`src/rtl/accum_pkg.sv`:
```
// Shared types and constants for the burst accumulator and its adder datapath.
package accum_pkg;

  localparam int ACC_W = 16;

  typedef enum logic [1:0] {
    IDLE  = 2'd0,
    ACCUM = 2'd1,
    DONE  = 2'd2
  } accum_state_t;

endpackage

```
`src/rtl/adder_16bit.sv`:
```
// 16-bit ripple-carry adder; overflow is the carry out of the top bit.
module adder_16bit
  import accum_pkg::*;
(
  input  logic [ACC_W-1:0] a,
  input  logic [ACC_W-1:0] b,
  input  logic             carry_in,
  output logic [ACC_W-1:0] sum,
  output logic             overflow
);

  logic [ACC_W:0] carry;

  assign carry[0] = carry_in;

  for (genvar i = 0; i < ACC_W; i++) begin : g_fa
    assign sum[i]       = a[i] ^ b[i] ^ carry[i];
    assign carry[i + 1] = (a[i] & b[i]) | (carry[i] & (a[i] ^ b[i]));
  end

  assign overflow = carry[ACC_W];

endmodule

```
`src/rtl/accum_16bit.sv`:
```
// Burst accumulator: sums NUM_SAMPLES handshaken operands through adder_16bit and
// publishes the total with a sticky carry flag, pulsing done for one cycle.
module accum_16bit
  import accum_pkg::*;
#(
  parameter int NUM_SAMPLES = 4,
  parameter int CNT_W       = 8
) (
  input  logic              clk,
  input  logic              rst,
  input  logic              start,
  input  logic [ACC_W-1:0]  data_in,
  input  logic              data_valid,
  output logic              data_ready,
  output logic              busy,
  output logic [ACC_W-1:0]  sum_out,
  output logic              overflow_out,
  output logic              done
);

  accum_state_t     state, state_nxt;
  logic [ACC_W-1:0] acc;
  logic             ovf;
  logic [CNT_W-1:0] count;
  logic [ACC_W-1:0] add_sum;
  logic             add_ovf;
  logic             hs;
  logic             last;

  adder_16bit u_adder (
    .a        (acc),
    .b        (data_in),
    .carry_in (1'b0),
    .sum      (add_sum),
    .overflow (add_ovf)
  );

  assign hs   = data_valid & data_ready;
  assign last = (count == CNT_W'(NUM_SAMPLES - 1));

  always_ff @(posedge clk) begin
    if (rst) state <= IDLE;
    else     state <= state_nxt;
  end

  always_comb begin
    state_nxt  = state;
    data_ready = 1'b0;
    busy       = 1'b0;
    done       = 1'b0;
    unique case (state)
      IDLE: begin
        if (start) state_nxt = ACCUM;
      end
      ACCUM: begin
        data_ready = 1'b1;
        busy       = 1'b1;
        if (hs && last) state_nxt = DONE;
      end
      DONE: begin
        busy      = 1'b1;
        done      = 1'b1;
        state_nxt = IDLE;
      end
      default: state_nxt = IDLE;
    endcase
  end

  // Datapath: running total, sticky carry, sample count and published result
  always_ff @(posedge clk) begin
    if (rst) begin
      acc          <= '0;
      ovf          <= 1'b0;
      count        <= '0;
      sum_out      <= '0;
      overflow_out <= 1'b0;
    end else begin
      if (state == IDLE && start) begin
        acc   <= '0;
        ovf   <= 1'b0;
        count <= '0;
      end else if (state == ACCUM && hs) begin
        acc   <= add_sum;
        ovf   <= ovf | add_ovf;
        count <= count + CNT_W'(1);
        if (last) begin
          sum_out      <= add_sum;
          overflow_out <= ovf | add_ovf;
        end
      end
    end
  end

endmodule
```
`config.mk`:
```
export PLATFORM = sky130hd
export DESIGN_NAME = accum_16bit
export DESIGN_NICKNAME = d
export VERILOG_FILES = /design/src/rtl/accum_pkg.sv /design/src/rtl/adder_16bit.sv /design/src/rtl/accum_16bit.sv
export SDC_FILE = /design/constraint.sdc
export NUM_CORES = 1
export LEC_CHECK = 0
export ABC_AREA = 1
export CELL_PAD_IN_SITES_DETAIL_PLACEMENT = 0
export CELL_PAD_IN_SITES_GLOBAL_PLACEMENT = 2
export CORE_MARGIN = 5
export CORE_UTILIZATION = 28
export DETAILED_ROUTE_END_ITERATION = 12
export PLACE_DENSITY_LB_ADDON = 0.1
export SETUP_SLACK_MARGIN = 0.05
export SLEW_MARGIN = 20
export SYNTH_ARGS = -nofsm -noshare
export SYNTH_HDL_FRONTEND = slang
export SYNTH_SLANG_ARGS = --single-unit
```
`constraint.sdc`:
```
create_clock -name clk -period 8.26 [get_ports clk]
set_input_delay 2.065 -clock clk [delete_from_list [all_inputs] [get_ports clk]]
set_output_delay 2.065 -clock clk [all_outputs]
set_load 0.05 [all_outputs]
```
== After elaboration in Yosys (flattened, before gate mapping) ==
Index checks and enable logic that the tools add are counted.
Cells by class
  $add $sub $neg: 1
  equality and inequality tests: 5
  multiplexer cells: 6
  bitwise gates (word level): 80
  reductions and logical operators: 8
Operators with widths (number)
  $and A1 B1 Y1: 32
  $xor A1 B1 Y1: 31
  $or A1 B1 Y1: 16
  $add A8 B1 Y8 const B: 1
  $eq A8 B2 Y1 const B: 1
  $mux W2: 2
  $ne A2 B2 Y1 const B: 2
  $pmux W2 S2: 1
  $reduce_or A2 Y1: 2
  $logic_and A1 B1 Y1: 3
  $mux W1: 3
  $reduce_and A3 Y1: 1
  $eq A2 B1 Y1 const B: 1
  $eq A2 B2 Y1 const B: 1
  $logic_not A2 Y1: 1
  $reduce_and A2 Y1: 1
  $not A1 Y1: 1
Storage, ports and cells
  bits in registers: 44
  bits of input ports: 20
  output and inout bits: 20

== Depth between registers and ports, before layout ==
  word-level depth: 32
  depth in mapped cells: 24
  mapped depth without buffers: 24

== Cells and area by module ==
A second synthesis with hierarchy kept.
Unflattened totals
  cells, all modules: 256
  area total of the unflattened synthesis: 2168.3 um2
By module, submodules not included
  accum_16bit: instances 1, cells each 230, area an instance 1810.5 um2
  adder_16bit: instances 1, cells each 26, area an instance 357.8 um2

== Worst setup path after synthesis ==
Ideal clock, no wire load.
  kind: input port to flip-flop
  start point: in data_in[0]
  end point: reg sum_out[15]
  library setup time: 70 ps
  arrival time: 8107 ps
  required time: 8190 ps
  path slack: 83 ps
  cell stages on the path: 22
  path buffers: 0
  path through: ha_1 -> inv_1 -> fa_1 -> inv_1 -> fa_1 -> fa_1 -> fa_1 -> fa_1 -> fa_1 -> fa_1 -> fa_1 -> fa_1 -> fa_1 -> fa_1 -> fa_1 -> fa_1 -> fa_1 -> inv_1 -> fa_1 -> clkinv_1 -> nand4_1 -> a21oi_1
On the way
  word-level cells in the longest chain between the ends: 30
Ends and longest elaborated chain
  from (decl): line accum_16bit.sv:12  | input logic [ACC_W-1:0] data_in,
  $and A1 B1 Y1 (2 in series): line adder_16bit.sv:18  | assign carry[i + 1] = (a[i] & b[i]) | (carry[i] & (a[i] ^ b[i]));
  $or A1 B1 Y1: line adder_16bit.sv:18
  $and A1 B1 Y1: line adder_16bit.sv:18
  $or A1 B1 Y1: line adder_16bit.sv:18
  $and A1 B1 Y1: line adder_16bit.sv:18
  $or A1 B1 Y1: line adder_16bit.sv:18
  $and A1 B1 Y1: line adder_16bit.sv:18
  $or A1 B1 Y1: line adder_16bit.sv:18
  (+13 left out)
  $or A1 B1 Y1: line adder_16bit.sv:18
  $and A1 B1 Y1: line adder_16bit.sv:18
  $or A1 B1 Y1: line adder_16bit.sv:18
  $and A1 B1 Y1: line adder_16bit.sv:18
  $or A1 B1 Y1: line adder_16bit.sv:18
  $and A1 B1 Y1: line adder_16bit.sv:18
  $or A1 B1 Y1: line adder_16bit.sv:18
  $xor A1 B1 Y1: line adder_16bit.sv:17  | assign sum[i] = a[i] ^ b[i] ^ carry[i];
  to (signal assigned): line accum_16bit.sv:87  | sum_out <= add_sum;
  to (decl): line accum_16bit.sv:16  | output logic [ACC_W-1:0] sum_out,
Every way passes these cells.
A chain may end at the register's enable or synchronous reset.

== Final worst setup path ==
Ends and elaborated chain as after synthesis.

==> flow_summary.toml <==
[floorplanning]
rows = 32
fp.dieH_um = 98.76
die_area_sq_mm = 0.009754
dieWidth_um = 98.76
fp.coreArea_sq_mm = 0.007687
start_util_pct = 28.69
ios = 40

[yosys]
syn_area_sq_mm = 0.002206
ys_types = 25
syn-num-nets = 296
ys_warn_count = 0
ys_seq_area_share_pct = 39.93
synth_area_per_cell_sq_um = 8.650
synth_seq_cells = 44
syn_inst = 255

[layout]
syn_to_final_growth_pct = 26.60
postLayoutCellArea_sq_mm = 0.002793
register_area_sq_um = 880.8
drive_above_1_share_pct = 16.04
layout_commonest_cell = "nand2_1"
fin_cells = 395
num_antenna_cells = 0
fillers = 813
final_cell_mix = "nand2_1, dfxtp_1, a21oi_1, clkdlybuf4s50_1, inv_1"
multi_input_area_sq_mm = 0.001195
nets = 333

[detailed_routing]
drt_iter0_drc = 51
wl_per_cell_um = 13.84
wl_um = 5468
drc = 0
drtAntennaViolNets = 0
avgViaCountPerCell = 4.453
firstDrtPassIters = 4
via_count = 1759

[sta]
finalMaxSlewViolations = 0
period_share_pct = 96.84
hold_viol = 0
rsz0062_at_grt = "no"
fin_hold_ws_ns = 0.4687
setup_viol = 0
fmax_mhz = 125.0
fin_worst_skew_ns = 0.006382
setup_slack_ns = 0.2606
relSlewSlack_pct = 47.28
final_period_minus_worst_setup_slack_ns = 7.999
worstMarginPinSlew_ns = 0.7883

[power_and_ir_drop]
pwr_density_cell_mw_per_mm2 = 203.1
ir_drop_v = 0.00008553
leakagePower_nw = 1.033

[clock_tree]
cts_htree_levels = 2
tritoncts = "yes"
numCtsBuffers = 5
clock_latency_ns = 0.30
cts.reportedPaths.clkPinSlew_ns = 0.08
clkSinkCount = 44
root_buffer = "clkbuf_8"
clockBufferDepth = 2

[worst_hold_path]
worstHoldPathType = "reg -> reg"
min_from = "sum_out[9]"

[grt]
antenna_found_initial = 0
first_global_vias = 1731
grt_pass1_wl_um = 9156
grt_max_degree = 24
grt_util_all_layers_pct = 11.93
gr-total-overflow = 0

[run]
maxCapViolCount = 0

[critical_path]
slowest_stage = "clkdlybuf4s50_1"
r2r_start = "acc[0]"
worstSetupPathType = "in -> reg"
crit_path_frequent_cell = "fa_2"
critPathLaunchType = "input port"
timing.critical_path.from = "data_in[0]"
cp.required_ns = 8.48
crit_arrival_ns = 8.22
crit_path_end_kind = "flip-flop"
crit_fanout = 2
cp_cell_sequence = "clkdlybuf4s50_1, ha_1, inv_1, fa_1, inv_1, fa_2, fa_2, fa_2, fa_2, fa_2, fa_2, fa_2, fa_2, fa_2, fa_2, fa_2, fa_2, fa_1, inv_1, fa_1, clkinv_1, nand4_1, a21oi_2"
ff2ff_setup_slack_ns = 2.13
cp_slowest_stage_delay_ns = 0.40

[place]
place_ws_ns = -0.5878
io_buffers = 39
hpwl_um = 3779
place_inst = 387
routabilityCongestion = 0.7261
place_area_sq_mm = 0.002666

[run_status]
outcome = "completed"
==> power breakdown <==
part	internal, mW	total, mW	leakage (nW)	switching, mW
Sequential	0.227	0.237	0.355	0.0101
Combinational	0.0633	0.189	0.626	0.125
Clock	0.0669	0.142	0.0510	0.0751
Total	0.357	0.567	1.03	0.210
==> cells by family (layout without fill, tap and decap cells) <==
family          after synthesis  count (layout)  share of synthesized area [%]
compound gates               46              46                          10.44
fa+ha+maj                    21              21                          17.02
xor+xnor                      1               1                         0.3971
simple gates                107             107                          24.79
flops                        44              44                          39.93
buf+inv                      36              74                          7.430
==> layout make-up <==
cell class | count | share of cell area (%)
multi-input combinational | 175 | 42.79
clock buffer | 6 | 2.957
inverter | 26 | 3.539
sequential | 44 | 31.54
timing repair buffer | 40 | 14.25
tap | 102 | 4.570
clock inverter | 2 | 0.3584
==> path summary, 6_finish.rpt <==
| check | to | cells after the start |
|---|---|---|
| worst max-delay path | sum_out[15] | 23 |
| worst min-delay path | sum_out[9] | 2 |
| worst max register to register | sum_out[15] | 22 |
| worst min register to register | sum_out[9] | 2 |
==> metal layers <==
layer / global-route usage [%] / part of all wire [%]
met3: 2.619 / 3.4
met4: 4.097 / 1.2
met1: 17.32 / 51
met2: 17.41 / 44
met5: 0 / 0
==> state kept, by name (all words and copies together), names as in the netlist <==
| signal | cells |
|---|---|
| acc | 16 |
| count | 8 |
| overflow_out | 1 |
| ovf | 1 |
| state | 2 |
| sum_out | 16 |
==> cell usage after synthesis <==
| master | count | share of area, % |
|---|---|---|
| ha_1 | 6 | 3.4 |
| nor2_2 | 2 | 0.57 |
| nor2_1 | 12 | 2.0 |
| a21oi_1 | 40 | 9.1 |
| nand3_4 | 1 | 0.79 |
| nand3_2 | 1 | 0.45 |
| nand4_1 | 18 | 5.1 |
| buf_2 | 4 | 0.91 |
| fa_1 | 15 | 14 |
| nand2_1 | 54 | 9.2 |
| nand2_2 | 13 | 3.7 |
| xor2_1 | 1 | 0.40 |
| nor2_8 | 2 | 1.8 |
| clkinv_1 | 2 | 0.34 |
| clkbuf_1 | 2 | 0.34 |
| o21ai_0 | 1 | 0.23 |
| inv_1 | 19 | 3.2 |
| o21ai_1 | 5 | 1.1 |
| buf_4 | 2 | 0.68 |
| inv_2 | 4 | 0.68 |
| dfxtp_1 | 44 | 40 |
| nor3_2 | 1 | 0.45 |
| nand3_1 | 3 | 0.68 |
| buf_6 | 2 | 1.0 |
| clkinv_2 | 1 | 0.23 |
==> timing repair <==
item	in CTS	in global routing
pin swaps	0	1
setup endpoints to repair	4	4
buffers inserted	0	0
gates cloned	0	0
hold buffers	0	0
gates resized for setup	8	5
==> worst max-delay path: cells and delay by family <==
family,cells,cell delay (ns)
AO/OA/AOI/OAI,1,0.14
buffers and inverters,5,0.66
AND/OR/NAND/NOR,1,0.10
adder cells (fa/ha/maj),16,5.26
==> per-stage QoR <==
| step | power (mW) | setup TNS (ns) | utilization [%] |
|---|---|---|---|
| 2_1_floorplan | 0.3732 | 0 | - |
| 3_3_place_gp | 0.4307 | -2.143 | 34.68 |
| 3_5_place_dp | 0.4284 | -2.425 | 34.68 |
| 4_1_cts | 0.5761 | 0 | 36.15 |
| 5_1_grt | 0.6080 | 0 | 36.33 |
| 6_report | 0.5673 | 0 | 36.33 |
(Power assumes the default switching activity.)
